$ cat src/rtl/nvram_sd_sync.sv
// nvram_sd_sync
//   Backup-RAM save/load sequencer between the core's dual-port NVRAM and the
//   hps_io SD sector interface. It moves 2^SECTOR_BITS sectors of 512 bytes,
//   one sector at a time, in either direction. It also tracks whether the
//   NVRAM is dirty, can autosave when the OSD opens, aborts on a per-sector
//   ack timeout, and arbitrates between load and save requests.
//   NVRAM port B address is {sd_lba[SECTOR_BITS-1:0], sd_buff_addr}. That
//   address is formed outside this block.
//
// Ports
//   clk_sys    : system clock
//   reset      : synchronous, active-high reset
//   bk_ena     : writable save image mounted; requests are ignored when low
//   mount_done : 1-cycle pulse after ROM download with a non-empty save image (auto-load)
//   load_req   : level; a rising edge requests a load
//   save_req   : level; a rising edge requests a save
//   osd_open   : OSD visible level; a rising edge is the autosave trigger
//   nv_we      : core write strobe to NVRAM port A
//   sd_ack     : hps_io sector acknowledge
//   sd_lba     : current sector number
//   sd_rd      : sector read request (load direction)
//   sd_wr      : sector write request (save direction)
//   busy       : transfer in progress
//   loading    : load in progress (the top ORs this into core reset)
//   dirty      : NVRAM modified since the last load, or since the last save started
//   err        : sticky ack-timeout flag, cleared by the next transfer start

module nvram_sd_sync #(
  parameter int          SECTOR_BITS = 6,
  parameter int          AUTOSAVE    = 1,
  parameter logic [23:0] TIMEOUT     = 24'd12_000_000
) (
  input  logic        clk_sys,
  input  logic        reset,
  input  logic        bk_ena,
  input  logic        mount_done,
  input  logic        load_req,
  input  logic        save_req,
  input  logic        osd_open,
  input  logic        nv_we,
  input  logic        sd_ack,
  output logic [31:0] sd_lba,
  output logic        sd_rd,
  output logic        sd_wr,
  output logic        busy,
  output logic        loading,
  output logic        dirty,
  output logic        err
);

  localparam logic [1:0] ST_IDLE = 2'd0;
  localparam logic [1:0] ST_REQ  = 2'd1;
  localparam logic [1:0] ST_XFER = 2'd2;

  logic [1:0]             state_reg;
  logic [SECTOR_BITS-1:0] lba_reg;
  logic [23:0]            tmo_cnt_reg;
  logic                   dir_load_reg;
  logic                   sd_rd_reg, sd_wr_reg, loading_reg, dirty_reg, err_reg;
  logic                   load_prev_reg, save_prev_reg, osd_prev_reg, ack_prev_reg;

  logic load_lvl, save_lvl;
  logic load_edge, save_edge, osd_edge, ack_rise, ack_fall;
  logic idle, start_load, start_save, last_sector, tmo_hit;

  // Requests are gated by bk_ena before edge detection. Because of this,
  // raising bk_ena while a request level is already high is treated as a new request.
  assign load_lvl  = load_req & bk_ena;
  assign save_lvl  = save_req & bk_ena;
  assign load_edge = load_lvl & ~load_prev_reg;
  assign save_edge = save_lvl & ~save_prev_reg;
  assign osd_edge  = osd_open & ~osd_prev_reg;
  assign ack_rise  = sd_ack & ~ack_prev_reg;
  assign ack_fall  = ~sd_ack & ack_prev_reg;

  assign idle        = (state_reg == ST_IDLE);
  // A load always wins over a save that is decided in the same cycle.
  assign start_load  = idle & ((mount_done & bk_ena) | load_edge);
  assign start_save  = idle & ~start_load &
                       (save_edge | ((AUTOSAVE != 0) & osd_edge & dirty_reg & bk_ena));
  assign last_sector = &lba_reg;
  assign tmo_hit     = (tmo_cnt_reg == TIMEOUT - 24'd1);

  // Previous-level registers are loaded during reset as well. As a result, a
  // level that is already high when reset is released does not look like an edge.
  always_ff @(posedge clk_sys) begin
    load_prev_reg <= load_lvl;
    save_prev_reg <= save_lvl;
    osd_prev_reg  <= osd_open;
    ack_prev_reg  <= sd_ack;
  end

  always_ff @(posedge clk_sys) begin
    if (reset) begin
      state_reg    <= ST_IDLE;
      lba_reg      <= '0;
      tmo_cnt_reg  <= '0;
      dir_load_reg <= 1'b0;
      sd_rd_reg    <= 1'b0;
      sd_wr_reg    <= 1'b0;
      loading_reg  <= 1'b0;
      err_reg      <= 1'b0;
    end else begin
      case (state_reg)
        ST_IDLE: begin
          if (start_load | start_save) begin
            state_reg    <= ST_REQ;
            lba_reg      <= '0;
            tmo_cnt_reg  <= '0;
            err_reg      <= 1'b0;
            dir_load_reg <= start_load;
            sd_rd_reg    <= start_load;
            sd_wr_reg    <= ~start_load;
            loading_reg  <= start_load;
          end
        end
        ST_REQ: begin
          // An ack that arrives in the timeout cycle itself still counts.
          if (ack_rise) begin
            sd_rd_reg <= 1'b0;
            sd_wr_reg <= 1'b0;
            state_reg <= ST_XFER;
          end else if (tmo_hit) begin
            sd_rd_reg   <= 1'b0;
            sd_wr_reg   <= 1'b0;
            err_reg     <= 1'b1;
            loading_reg <= 1'b0;
            state_reg   <= ST_IDLE;
          end else begin
            tmo_cnt_reg <= tmo_cnt_reg + 24'd1;
          end
        end
        ST_XFER: begin
          // hps_io may hold ack high for the whole buffer transfer, so there is no timeout here.
          if (ack_fall) begin
            if (last_sector) begin
              state_reg   <= ST_IDLE;
              loading_reg <= 1'b0;
            end else begin
              lba_reg     <= lba_reg + SECTOR_BITS'(1);
              tmo_cnt_reg <= '0;
              sd_rd_reg   <= dir_load_reg;
              sd_wr_reg   <= ~dir_load_reg;
              state_reg   <= ST_REQ;
            end
          end
        end
        default: state_reg <= ST_IDLE;
      endcase
    end
  end

  // Precedence of the dirty update:
  //   1. A core write has top priority. It wins over the clear that happens
  //      at save start, and writes made during a save leave the image dirty.
  //   2. Writes made during a load are the load itself, so they are ignored.
  always_ff @(posedge clk_sys) begin
    if (reset)
      dirty_reg <= 1'b0;
    else if (nv_we & ~loading_reg)
      dirty_reg <= 1'b1;
    else if (start_save)
      dirty_reg <= 1'b0;
    else if ((state_reg == ST_XFER) & ack_fall & last_sector & dir_load_reg)
      dirty_reg <= 1'b0;
  end

  assign sd_lba  = {{(32-SECTOR_BITS){1'b0}}, lba_reg};
  assign sd_rd   = sd_rd_reg;
  assign sd_wr   = sd_wr_reg;
  assign busy    = ~idle;
  assign loading = loading_reg;
  assign dirty   = dirty_reg;
  assign err     = err_reg;

endmodule

$ cat config.mk
export PLATFORM = sky130hd
export DESIGN_NAME = nvram_sd_sync
export DESIGN_NICKNAME = d
export VERILOG_FILES = /design/src/rtl/nvram_sd_sync.sv
export SDC_FILE = /design/constraint.sdc
export NUM_CORES = 1
export LEC_CHECK = 0
export ABC_AREA = 1
export ABC_CLOCK_PERIOD_IN_PS = 4300
export CORE_ASPECT_RATIO = 0.5
export CORE_MARGIN = 2
export CORE_UTILIZATION = 55
export DETAILED_ROUTE_END_ITERATION = 6
export GPL_ROUTABILITY_DRIVEN = 1
export PLACE_DENSITY = 0.83
export SLEW_MARGIN = 20
export SYNTH_ARGS = -nofsm -noshare
export SYNTH_HDL_FRONTEND = slang
export SYNTH_SLANG_ARGS = --single-unit
$ cat constraint.sdc
create_clock -name clk_sys -period 4.3 [get_ports clk_sys]
set_clock_uncertainty 0.05 [all_clocks]
set_input_delay 1.075 -clock clk_sys [delete_from_list [all_inputs] [get_ports clk_sys]]
set_output_delay 1.075 -clock clk_sys [all_outputs]
set_load 0.02 [all_outputs]
==> qor.csv <==
metric,value,unit
run status,"finished, final reports clean",
initial antenna violation count,0,
Yosys cell types,33,
drt via density,5.102,
IO Count,47,
# port buffers,20,
utilization after layout,0.6024,
fin. max-slew vios,0,
Clock Sinks,42,
Post-CTS Setup Repair Bufs,0,
reg2reg path depth,11,
DR vias,3000,
#FFs+latches synth,42,
clk buf depth,2,
relative slew slack,0.4860,
kind of critical path,reg2out,
# H-tree levels,2,
syn_area_per_cell,6.093,um^2
Die Width,109.0,um
leakage,1.340,nW
Hold Path Depth,2,
CP Launch Type,flop,
"Setup violations, final",0,
worst min path class,reg2reg,
Worst Path Required,3.17,ns
Post-DRT Antenna Nets,0,
Site Rows,19,
"Cell Area, Synth",3034,um^2
Worst Path Max Fanout,5,
Inserted Diodes,0,
synth warn,0,
Fill cells,529,
Min Hold Slack,0.4459,ns
RSZ-0062 raised after global routing,false,
post-route minimum period,2.914,ns
Total GRT Usage,0.2298,
Peak VDD IR,352.2,uV
Final Hold Viols,0,
routability cong.,0.9311,
Initial Util,0.5623,
Remaining DRCs,0,
worst slew pin tran,0.7682,ns
fmax,343.1,MHz
synth-to-layout area growth,7.134,%
Max Cap Viol,0,
total die area,6163,um^2
Die Y,56.52,um
CP Capture Type,output port,
sequential element share of the synthesized area,0.2771,
Largest register FFs,24,
core footprint,5396,um^2
Setup TNS,0,ns
total wire length,6598,um
clk root buf,clkbuf_8,
CTS Buf Count,5,
final non-filler cell total,588,
DPL Wire Length,4820,um
layout cells sized above 1,0.07379,
Tcrit/Tclk final,0.6777,
Worst Path Arrival,1.79,ns
pwr/cell area,447.5,nW/um^2
hold_buf cts,0,
worst-skew pair later-pin latency,0.30,ns
DR pass1 iterations,5,
drt wl/cell,11.22,um
number of global-route vias before repair,2571,
violation count after the first detailed-route iteration,176,
CTS tree,built,
Syn Inst Count,498,
post-CTS sizing,0,
nets,529,
total gr overflow,0,
first-pass GRT wire length,11430,um
largest net degree at the start of global routing,22,
"CTS clk-pin slew, worst paths",0.08,ns
placed cells,580,
## metal layers
| layer | up-vias | global-route usage | wire length (um) |
|---|---|---|---|
| li1 | 1531 | - | - |
| met1 | 1326 | 0.3016 | 3093 |
| met2 | 136 | 0.3931 | 2993 |
| met3 | 7 | 0.03600 | 455 |
| met4 | 0 | 0.06227 | 55 |
| met5 | - | 0 | 0 |
## critical path: stages, from the launching register on
cell and delay, ns:
dfxtp_1 0.40, inv_1 0.08, ha_1 0.26, inv_1 0.13
clkdlybuf4s50_1 0.62
## Yosys cell counts
master | instances | area share
ha_1 | 6 | 0.025
xnor2_1 | 1 | 0.0029
nand3_4 | 1 | 0.0058
nand3_2 | 1 | 0.0033
buf_4 | 28 | 0.069
buf_12 | 1 | 0.0066
buf_6 | 1 | 0.0037
nand2_2 | 7 | 0.014
o211ai_1 | 1 | 0.0025
nand3b_1 | 1 | 0.0025
nor2_4 | 2 | 0.0074
clkbuf_1 | 3 | 0.0037
a21oi_2 | 10 | 0.029
nand3_1 | 44 | 0.073
buf_1 | 1 | 0.0012
inv_1 | 59 | 0.073
conb_1 | 1 | 0.0012
o21ai_0 | 9 | 0.015
and2_1 | 3 | 0.0062
inv_2 | 3 | 0.0037
clkinv_2 | 1 | 0.0016
nor2_2 | 4 | 0.0082
nand4_1 | 10 | 0.021
nor2_1 | 81 | 0.10
nor3_2 | 1 | 0.0033
nor3_1 | 8 | 0.013
buf_2 | 3 | 0.0049
dfxtp_1 | 42 | 0.28
nor3b_1 | 1 | 0.0025
nand2_1 | 139 | 0.17
a21oi_1 | 19 | 0.031
xor2_1 | 4 | 0.012
o21bai_1 | 2 | 0.0049
## report_power, final
group / switching [W] / internal [W] / total [W]
Clock: 0.000147 / 0.000133 / 0.000280
Sequential: 0.0000491 / 0.000432 / 0.000482
Combinational: 0.000486 / 0.000207 / 0.000693
Total: 0.000682 / 0.000772 / 0.00145
## final timing paths
path / slack [ns] / start / to
worst max-delay path: 1.39 / state_reg[0] / busy
worst min-delay path: 0.45 / err / err
worst max register to register: 1.70 / state_reg[1] / tmo_cnt_reg[17]
worst min register to register: 0.45 / err / err
## stage by stage
stage,setup slack (ns),area (um^2),total power [W]
after floorplan,2.130,3128,0.001072
after global placement,1.197,3156,0.001168
after detailed placement,1.130,3156,0.001178
after CTS,1.397,3251,0.001456
after global routing,1.188,3251,0.001569
final,1.386,3251,0.001455
## area by class of cell
class                   instances  area [um^2]  share of cell area
clock buffers                   7        86.33             0.02656
flip-flops and latches         42        840.8              0.2587
inverters                      63        237.7             0.07313
well taps                      73        91.34             0.02810
repair buffers                 21        207.7             0.06390
clock inverters                 1        8.758            0.002694
multi-input cells             381         1778              0.5470
## logic make-up (layout without fill, tap and decap cells)
logic type	count (synthesis)	in the layout	synth area share
and+or+nand+nor	303	303	0.4322
buffers and inverters	100	92	0.1678
DFF	42	42	0.2771
AOI/OAI and AO/OA	41	41	0.08247
adders and majority gates	6	6	0.02474
xor gates and xnor gates	5	5	0.01443
other	1	26	0.001236
## layout by cell type (no fill, tap or decap)
cell type / count
nor2_1: 81
a21oi_2: 10
inv_1: 59
nand3_4: 1
nor2_2: 4
nor3b_1: 1
nand3b_1: 1
dfxtp_1: 42
o21ai_0: 9
nor3_1: 8
xnor2_1: 1
clkinv_2: 1
o211ai_1: 1
buf_4: 1
clkdlybuf4s50_1: 20
nand3_2: 1
and2_1: 3
a21oi_1: 19
nand2_1: 139
xor2_1: 4
nand3_1: 44
nor3_2: 1
nor2_4: 2
clkbuf_8: 6
inv_6: 1
clkbuf_1: 1
o21bai_1: 2
inv_2: 3
ha_1: 6
nand4_1: 10
conb_1: 26
nand2_2: 7
Power figures use the tool's default switching activity.
